[src/rtl/nanov_spi_fetch.sv]
// rtl/nanov_spi_fetch.sv - mode-0 SPI flash READ streamer feeding nanoV a serial bit stream and 32-bit words
// SCK is cpu_clk/2 generated from a phase flag, so everything lives in the single core clock domain.

module nanov_spi_fetch #(
  parameter logic [7:0] READ_CMD       = 8'h03,
  parameter int         CS_IDLE_CYCLES = 2
) (
  input  logic        cpu_clk,
  input  logic        rstn,
  input  logic        start,
  input  logic [23:0] addr,
  input  logic        stop,
  input  logic        spi_miso,
  output logic        spi_cs_n,
  output logic        spi_sck,
  output logic        spi_mosi,
  output logic        bit_out,
  output logic        bit_valid,
  output logic [31:0] word,
  output logic        word_valid,
  output logic        busy
);

  typedef enum logic [1:0] {
    S_IDLE,
    S_CMD,
    S_DATA,
    S_END
  } state_t;

  localparam int         END_LAST   = (CS_IDLE_CYCLES > 1) ? CS_IDLE_CYCLES - 1 : 0;
  localparam logic [7:0] END_LAST_W = END_LAST[7:0];

  state_t      state_q;
  logic        phase_q;
  logic [4:0]  bit_cnt_q;
  logic [4:0]  data_cnt_q;
  logic [31:0] shreg_q;
  logic [7:0]  end_cnt_q;

  logic [31:0] shreg_d;
  logic [4:0]  bit_cnt_d;
  logic [4:0]  data_cnt_d;
  logic [31:0] word_d;
  logic [7:0]  end_cnt_d;
  logic        abort;

  // Rotating keeps every register bit live; only the top 32 bits sent matter.
  assign shreg_d    = {shreg_q[30:0], shreg_q[31]};
  assign bit_cnt_d  = bit_cnt_q + 5'd1;
  assign data_cnt_d = data_cnt_q + 5'd1;
  assign word_d     = {word[30:0], spi_miso};
  assign end_cnt_d  = end_cnt_q + 8'd1;
  assign abort      = stop && ((state_q == S_CMD) || (state_q == S_DATA));
  assign busy       = (state_q != S_IDLE);

  always_ff @(posedge cpu_clk) begin
    if (!rstn) begin
      state_q    <= S_IDLE;
      phase_q    <= 1'b0;
      bit_cnt_q  <= 5'd0;
      data_cnt_q <= 5'd0;
      shreg_q    <= 32'd0;
      end_cnt_q  <= 8'd0;
      spi_cs_n   <= 1'b1;
      spi_sck    <= 1'b0;
      spi_mosi   <= 1'b0;
      bit_out    <= 1'b0;
      bit_valid  <= 1'b0;
      word       <= 32'd0;
      word_valid <= 1'b0;
    end else begin
      bit_valid  <= 1'b0;
      word_valid <= 1'b0;
      if (abort) begin
        // A half-clocked bit is dropped: the capture branch below never runs.
        state_q    <= S_END;
        phase_q    <= 1'b0;
        bit_cnt_q  <= 5'd0;
        data_cnt_q <= 5'd0;
        end_cnt_q  <= 8'd0;
        spi_cs_n   <= 1'b1;
        spi_sck    <= 1'b0;
        spi_mosi   <= 1'b0;
      end else begin
        case (state_q)
          S_IDLE: begin
            if (start && !stop) begin
              shreg_q   <= {READ_CMD, addr};
              state_q   <= S_CMD;
              phase_q   <= 1'b0;
              bit_cnt_q <= 5'd0;
              spi_cs_n  <= 1'b0;
              spi_sck   <= 1'b0;
              spi_mosi  <= READ_CMD[7];
            end
          end
          S_CMD: begin
            if (!phase_q) begin
              spi_sck <= 1'b1;
              phase_q <= 1'b1;
            end else begin
              spi_sck <= 1'b0;
              phase_q <= 1'b0;
              if (bit_cnt_q == 5'd31) begin
                state_q    <= S_DATA;
                spi_mosi   <= 1'b0;
                bit_cnt_q  <= 5'd0;
                data_cnt_q <= 5'd0;
              end else begin
                bit_cnt_q <= bit_cnt_d;
                shreg_q   <= shreg_d;
                spi_mosi  <= shreg_q[30];
              end
            end
          end
          S_DATA: begin
            if (!phase_q) begin
              spi_sck <= 1'b1;
              phase_q <= 1'b1;
            end else begin
              spi_sck    <= 1'b0;
              phase_q    <= 1'b0;
              bit_out    <= spi_miso;
              bit_valid  <= 1'b1;
              word       <= word_d;
              data_cnt_q <= data_cnt_d;
              word_valid <= (data_cnt_q == 5'd31);
            end
          end
          S_END: begin
            if (end_cnt_q == END_LAST_W) begin
              state_q <= S_IDLE;
            end else begin
              end_cnt_q <= end_cnt_d;
            end
          end
          default: state_q <= S_IDLE;
        endcase
      end
    end
  end

endmodule

[config.mk]
export PLATFORM = sky130hd
export DESIGN_NAME = nanov_spi_fetch
export DESIGN_NICKNAME = d
export VERILOG_FILES = /design/src/rtl/nanov_spi_fetch.sv
export SDC_FILE = /design/constraint.sdc
export NUM_CORES = 1
export LEC_CHECK = 0
export ABC_AREA = 1
export CORE_MARGIN = 2
export CORE_UTILIZATION = 40
export DETAILED_ROUTE_END_ITERATION = 6
export GPL_ROUTABILITY_DRIVEN = 0
export PLACE_DENSITY = 0.7
export SKIP_LAST_GASP = 1
export SYNTH_ARGS = -nofsm -noshare
export SYNTH_HDL_FRONTEND = slang
export SYNTH_SLANG_ARGS = --single-unit
[constraint.sdc]
create_clock -name cpu_clk -period 3.8 [get_ports cpu_clk]
set_input_delay 0.76 -clock cpu_clk [delete_from_list [all_inputs] [get_ports cpu_clk]]
set_output_delay 0.76 -clock cpu_clk [all_outputs]
set_load 0.05 [all_outputs]
Word level (Yosys, flattened, before mapping):

Cells that the tools add are included.
W data, S select, Z words.

* add/subtract/negate cells: 3
* equal/unequal tests: 15
* mux-type cells: 25
* bitwise logic cells: 5
* reduce and logical (&&, ||, !) cells: 22

Operator list (number)
* $mux W32: 3
* $pmux W32 S2: 1
* $mux W5: 6
* $pmux W5 S2: 2
* $add A5 B1 Y5 const B: 2
* $eq A5 B5 Y1 const B: 2
* $mux W2: 5
* $reduce_and A5 Y1: 2
* $ne A3 B3 Y1 const B: 3
* $add A8 B1 Y8 const B: 1
* $eq A8 B1 Y1 const B: 1
* $ne A2 B2 Y1 const B: 4
* $reduce_bool A2 Y1: 4
* $pmux W2 S3: 1
* $reduce_and A2 Y1: 3
* $reduce_and A3 Y1: 2
* $mux W1: 5
* $not A1 Y1: 5
* $eq A2 B2 Y1 const B: 2
* $pmux W1 S2: 2
* $reduce_and A4 Y1: 1
* $reduce_bool A4 Y1: 1
* $reduce_or A2 Y1: 2
* $reduce_or A4 Y1: 1
* other kinds (8): 9

* bits in registers: 90
* input port bits: 29
* output and inout port bits: 39
* logic and storage cells: 82

Logic depth before layout (Yosys ltp):

* depth after elaboration: 5
* mapped depth: 12

Least setup slack after synthesis:

Ideal clock, no wire load.

* path kind: input to register
* start point: in stop
* end point: reg word[1]
* library setup time: 0.116 ns
* arrival time: 1.574 ns
* data required time: 3.684 ns
* slack: 2.109 ns
* cell stages on the path: 7
* path buffers: 1
* cell sequence: nand2_1 -> inv_1 -> nor2_1 -> inv_1 -> buf_2 -> nor2_1 -> nor2_1

* word-level cells in the longest chain between the ends: 3

Ends and longest elaborated chain
* start: declaration: line 12 `input logic stop,`
* $logic_and A1 B1 Y1: line 54 `assign abort = stop && ((state_q == S_CMD) || (state_q == S_DATA));`
* $not A1 Y1 (no line)
* $reduce_and A3 Y1 (no line)
* end signal: assignment: line 126 `word <= word_d;`
* end: declaration: line 19 `output logic [31:0] word,`

No other way between the ends.
A chain may end at the register's enable or synchronous reset.

Worst setup path after layout:

* start point: reg state_q[0]
* end point: out busy

* word-level cells in the longest chain between the ends: 1

Ends and longest elaborated chain
* start: declaration: line 34 `state_t state_q;`
* start signal: assignment: line 59 `state_q <= S_IDLE;`
* start signal: assignment: line 77 `state_q <= S_END;`
* start signal: assignment: line 90 `state_q <= S_CMD;`
* $reduce_bool A2 Y1: line 55 `assign busy = (state_q != S_IDLE);`
* end: declaration: line 21 `output logic busy`

No other way between the ends.

==> qor.yml <==
global_route:
  gr-usage-all-layers_pct: 16.8
  grt-ovfl-total: 0
  grt_max_degree: 63
  grt_first_pass_wirelength_um: 14100
  antenna_found_initial: 0
  grt_pass1_vias: 3246
synthesis:
  synth_cell_types: 29
  syn-mean-instance-area_sq_um: 6.99
  ys_ff_latch: 89
  synth_edf_count: 0
  synth_area_sq_um: 3810
  seq_area_frac_synth_pct: 46.8
  synth-main-ff-cell: "dfxtp_1"
  synth_top_area_share_pct: 46.8
  synth.largest_area_cell: "dfxtp_1"
  ys_warn_count: 0
  syn_inst: 545
  async_flop_share_pct: 0
  syn-num-nets: 584
  yosys-top-cells-area: "dfxtp_1, nor2_1, nand2_1, o21ai_0, ha_1"
finish:
  diodes: 0
  finalNetCount: 640
  fillers: 909
  final_cell_mix: "nor2_1, nand2_1, dfxtp_1, clkdlybuf4s50_1, o21ai_0"
  syn_to_final_growth_pct: 23.8
  final_util_pct: 51.0
  drive_gt1_share_pct: 4.79
  multi_input_area_sq_um: 1790
  layout_commonest_cell: "nor2_1"
  seqCellArea_sq_um: 1780
routing:
  drc: 0
  drtIter0Drc: 106
  viasPerCell: 4.74
  routed_wirelength_um: 8180
  wire_per_inst_um: 11.1
  ant_nets: 0
  drtPass1Iterations: 4
  vias: 3486
clock_tree:
  post-cts-setup-buffers: 0
  ctsRootBufferMaster: "clkbuf_8"
  clk_latency_ns: 0.36
  cts.htree.levels: 3
  cts.sinks: 89
  cts_tree: "done"
  hold_buffers: 0
  numCtsBuffers: 9
  clk_path_buf_depth: 2
  clk_pin_slew_worst_paths_ns: 0.09
  ctsResizeCount: 0
timing:
  hold_viol: 0
  finalSetupViolCount: 0
  timing.setup.tns_ns: 0
  relSlewSlack_pct: 37.9
  tightest_slew_ns: 0.931
  clock_skew_ns: 0.00951
  fin_crit_ns: 2.70
  fin_crit_sh_pct: 71.0
  clock.fmax_ghz: 0.370
  rsz0062_at_grt: "false"
  finalMaxSlewViolations: 0
setup_path:
  required_ns: 3.04
  worstSetupEndpointType: "primary output"
  path_max_fanout: 4
  critPathLaunchType: "flip-flop"
  worstPathArrival_ns: 1.94
  critPathKind: "flip-flop to primary output"
floorplanning:
  start_util_pct: 41.2
  die_h_um: 102
  num_rows: 35
  io_pins: 68
  fp.dieArea_sq_um: 10300
  core_area_sq_um: 9240
  die_w_um: 102
power:
  pwr-share-comb_pct: 38.8
  ir_drop_mv: 0.254
  p_sw_mw: 1.20
  power.share.clock_pct: 20.6
  intPower_mw: 1.68
  pwr-share-seq_pct: 40.6
  p_leak_nw: 2.05
  powerDensity_nw_per_um2: 611
  swShare_pct: 41.7
placement:
  dp_hpwl_um: 5310
  io_buffers: 67
job:
  drv_cap: 0
hold_path:
  min_path_type: "flip-flop to flip-flop"
status:
  status: "completed"
power groups by stage:
stage / sequential (mW) / clock (mW) / combinational, mW
after floorplan: 1.32 / 0 / 0.748
after global placement: 1.18 / 0 / 1.11
after detailed placement: 1.19 / 0 / 1.13
after CTS: 1.17 / 0.618 / 1.13
after global routing: 1.19 / 0.657 / 1.27
final: 1.17 / 0.595 / 1.12
cell families (layout without fill, tap and decap cells):
logic type                 count (synthesis)  count (layout)  share of synthesized area [%]
AOI/OAI and AO/OA                         92              92                           12.2
xor gates and xnor gates                   4               4                          0.920
adders and majority gates                 10              10                           3.28
buffers and inverters                     55             116                           6.24
DFF                                       89              89                           46.8
and+or+nand+nor                          295             295                           30.6
state kept, by name, indices dropped and copies added, names as in the netlist:
name,count
state_q,2
spi_mosi,1
phase_q,1
data_cnt_q,5
bit_cnt_q,5
word_valid,1
bit_valid,1
shreg_q,32
end_cnt_q,8
word,32
spi_cs_n,1
path summary, 6_finish.rpt:
check / startpoint / end / slack, ns / depth (start not counted)
hold / removal: spi_cs_n$_SDFFE_PP1P_ / spi_cs_n$_SDFFE_PP1P_ / 0.45 / 2
setup reg to reg: state_q[1]$_SDFFE_PN0P_ / shreg_q[25]$_SDFFE_PN0P_ / 1.40 / 11
setup / recovery: state_q[0]$_SDFFE_PN0P_ / busy / 1.10 / 4
hold reg to reg: spi_cs_n$_SDFFE_PP1P_ / spi_cs_n$_SDFFE_PP1P_ / 0.45 / 2
synthesized netlist by cell type (2+ instances only):
| cell | count |
|---|---|
| nand2_1 | 120 |
| buf_4 | 3 |
| clkbuf_1 | 11 |
| o21ai_0 | 43 |
| a21oi_1 | 23 |
| nor2_2 | 2 |
| nand3_1 | 14 |
| nor2_1 | 140 |
| dfxtp_1 | 89 |
| inv_1 | 26 |
| o21ai_1 | 25 |
| buf_2 | 10 |
| nor3_1 | 10 |
| inv_2 | 3 |
| ha_1 | 10 |
| xor2_1 | 3 |
layout make-up:
cell class	count	area share, %
clock buffer	9	2.63
clock inverter	7	1.17
inverter	29	2.31
multi-input combinational	401	38.0
sequential	89	37.8
tap	129	3.42
timing repair buffer	71	14.7
layer usage:
layer  vias up  wire length (um)  global-route usage [%]
met2        74              3760                    27.7
met1      1567              3860                    20.7
met5         -                 0                       0
met3         7               504                    4.49
met4         0                61                    7.17
li1       1838                 -                       -
through the flow:
step           instances  hold slack, ns  worst slack (ns)  cell area, sq um  power (mW)
6_report             735           0.454              1.10              4720        2.88
5_1_grt              735           0.484              1.03              4720        3.12
4_1_cts              735           0.460              1.07              4720        2.92
3_5_place_dp         719           0.447             0.987              4540        2.32
3_3_place_gp         719           0.429              1.05              4540        2.29
2_1_floorplan        545           0.444              2.11              3810        2.07
worst max-delay path, stage by stage (launching register included):
cell and delay [ns]:
dfxtp_1 0.39, inv_1 0.08, ha_1 0.24, inv_2 0.07, clkdlybuf4s50_1 0.80
No activity file was read; power rests on OpenSTA's default activity.
==> RTL change (same flow settings) <==
Register the input `addr` before use, without a reset. The logic sees it one clock later. The other inputs are not delayed to match.
--- a/src/rtl/nanov_spi_fetch.sv
+++ b/src/rtl/nanov_spi_fetch.sv
@@ -31,4 +31,10 @@
   localparam int         END_LAST   = (CS_IDLE_CYCLES > 1) ? CS_IDLE_CYCLES - 1 : 0;
   localparam logic [7:0] END_LAST_W = END_LAST[7:0];
+
+  logic [23:0] addr_q;
+
+  always_ff @(posedge cpu_clk) begin
+    addr_q <= addr;
+  end
 
   state_t      state_q;
@@ -87,5 +93,5 @@
           S_IDLE: begin
             if (start && !stop) begin
-              shreg_q   <= {READ_CMD, addr};
+              shreg_q   <= {READ_CMD, addr_q};
               state_q   <= S_CMD;
               phase_q   <= 1'b0;
Function: same outputs for any inputs over 10 cycles, from zero or initial values and one cycle with rstn low; that may be too few to reach the edited logic, so the function may still have changed.
==> RTL change against the original RTL <==
First-iteration DRC count is 60% higher; total power increased by 45%; worst setup slack got worse by 0.14 ns; clock skew is 0.0043 ns lower; die area up 12%; non-clock buffer count unchanged; synthesized area up 12%; wire length grew 7.1%; cell area rose by 20%; sequential cell count increased by 24; largest cell class is now sequential cells; highest routed layer unchanged.
==> RTL change: results <==
set metrics [dict create \
    status "completed" \
    grt_max_degree 60 \
    synthTopCellsByCount "dfxtp_1 (113), nand2_1 (92), nor2_1 (87)" \
    syn_nets 553 \
    synth_cell_types 28 \
    setup_violations 0 \
    max-vdd-ir-drop_mv 0.482 \
    synth_ff_type "dfxtp_1" \
    ys_warn_count 0 \
    drive_above_1_share 0.0777 \
    synthTopCellsByArea "dfxtp_1 (53%), nand2_1 (8.1%), nor2_1 (7.6%)" \
    leakage_uw 0.00252 \
    grt_pass1_wl_um 14700 \
    clk_pin_slew_worst_paths_ns 0.06 \
    fin_skew_ns 0.00519 \
    hold_path.class "flop to flop" \
    dpl.hpwl_um 5540 \
    cts_max_level 4 \
    async_reset_ff_frac 0 \
    fin_nets 618 \
    insertion_delay_ns 0.51 \
    nFillCells 937 \
    worstMarginPinSlew_ns 0.957 \
    post_cts_resized 0 \
    crit_arrival_ns 2.08 \
    top_regs "shreg_q (32), word (32), addr_q (24)" \
    gr-usage-all-layers 0.161 \
    firstDrtPassIters 5 \
    routedWlPerCell_um 12.0 \
    clock_path_buffers 2 \
    drtIter0Drc 170 \
    post_cts_buffers 0 \
    pre_cts_ws_ns 0.900 \
    portBuffers 67 \
    ys_seq_area_frac 0.530 \
    vias_per_cell 4.91 \
    grt_pass1_vias 3281 \
    cts_buffers 17 \
]
## RTL change: path summary, 6_finish.rpt
path | slack [ns] | depth (start not counted) | to | startpoint
hold reg to reg | 0.44 | 2 | spi_cs_n | spi_cs_n
setup reg to reg | 1.08 | 9 | shreg_q[16] | state_q[1]
setup / recovery | 0.96 | 4 | busy | state_q[0]
hold / removal | 0.44 | 2 | spi_cs_n | spi_cs_n
## RTL change: cell families (layout without fill, tap and decap cells)
group,Yosys count,in the layout,share of synthesized area
buf+inv,55,133,0.0563
compound gates,92,92,0.140
fa+ha+maj,10,10,0.0293
xor+xnor,4,4,0.00820
flops,113,113,0.530
simple gates,240,240,0.236
## RTL change: cell type report
class / instances / share of cell area
Multi-Input combinational cell: 346 / 0.313
Timing Repair Buffer: 71 / 0.123
Inverter: 30 / 0.0199
Clock inverter: 13 / 0.0348
Sequential cell: 113 / 0.400
Tap cell: 136 / 0.0301
Clock buffer: 19 / 0.0782
## RTL change: report_power, final
| part | internal, uW | switching [uW] |
|---|---|---|
| Sequential | 1340 | 89.3 |
| Clock | 1110 | 581 |
| Combinational | 361 | 702 |
## RTL change: critical path, cell delays in order, from the launching register on
cell and delay (ns):
dfxtp_1 0.38, inv_1 0.09, ha_1 0.21, inv_1 0.09, clkdlybuf4s50_1 0.81
## RTL change: layer usage
metal  GRT usage  vias to the layer above  wire (um)
li1            -                     1823          -
met1       0.196                     1651       3870
met2       0.251                       87       4210
met3      0.0642                       13        553
met4      0.0751                        0        124
met5           0                        -          0
## RTL change: per-stage QoR
stage	util	power (uW)	std cells	cell area, um2
6_report	0.547	4190	728	5650
4_1_cts	0.547	4230	728	5650
5_1_grt	0.547	4420	728	5650
3_3_place_gp	0.485	2480	696	5010
3_5_place_dp	0.485	2520	696	5010
2_1_floorplan	-	2290	514	4270
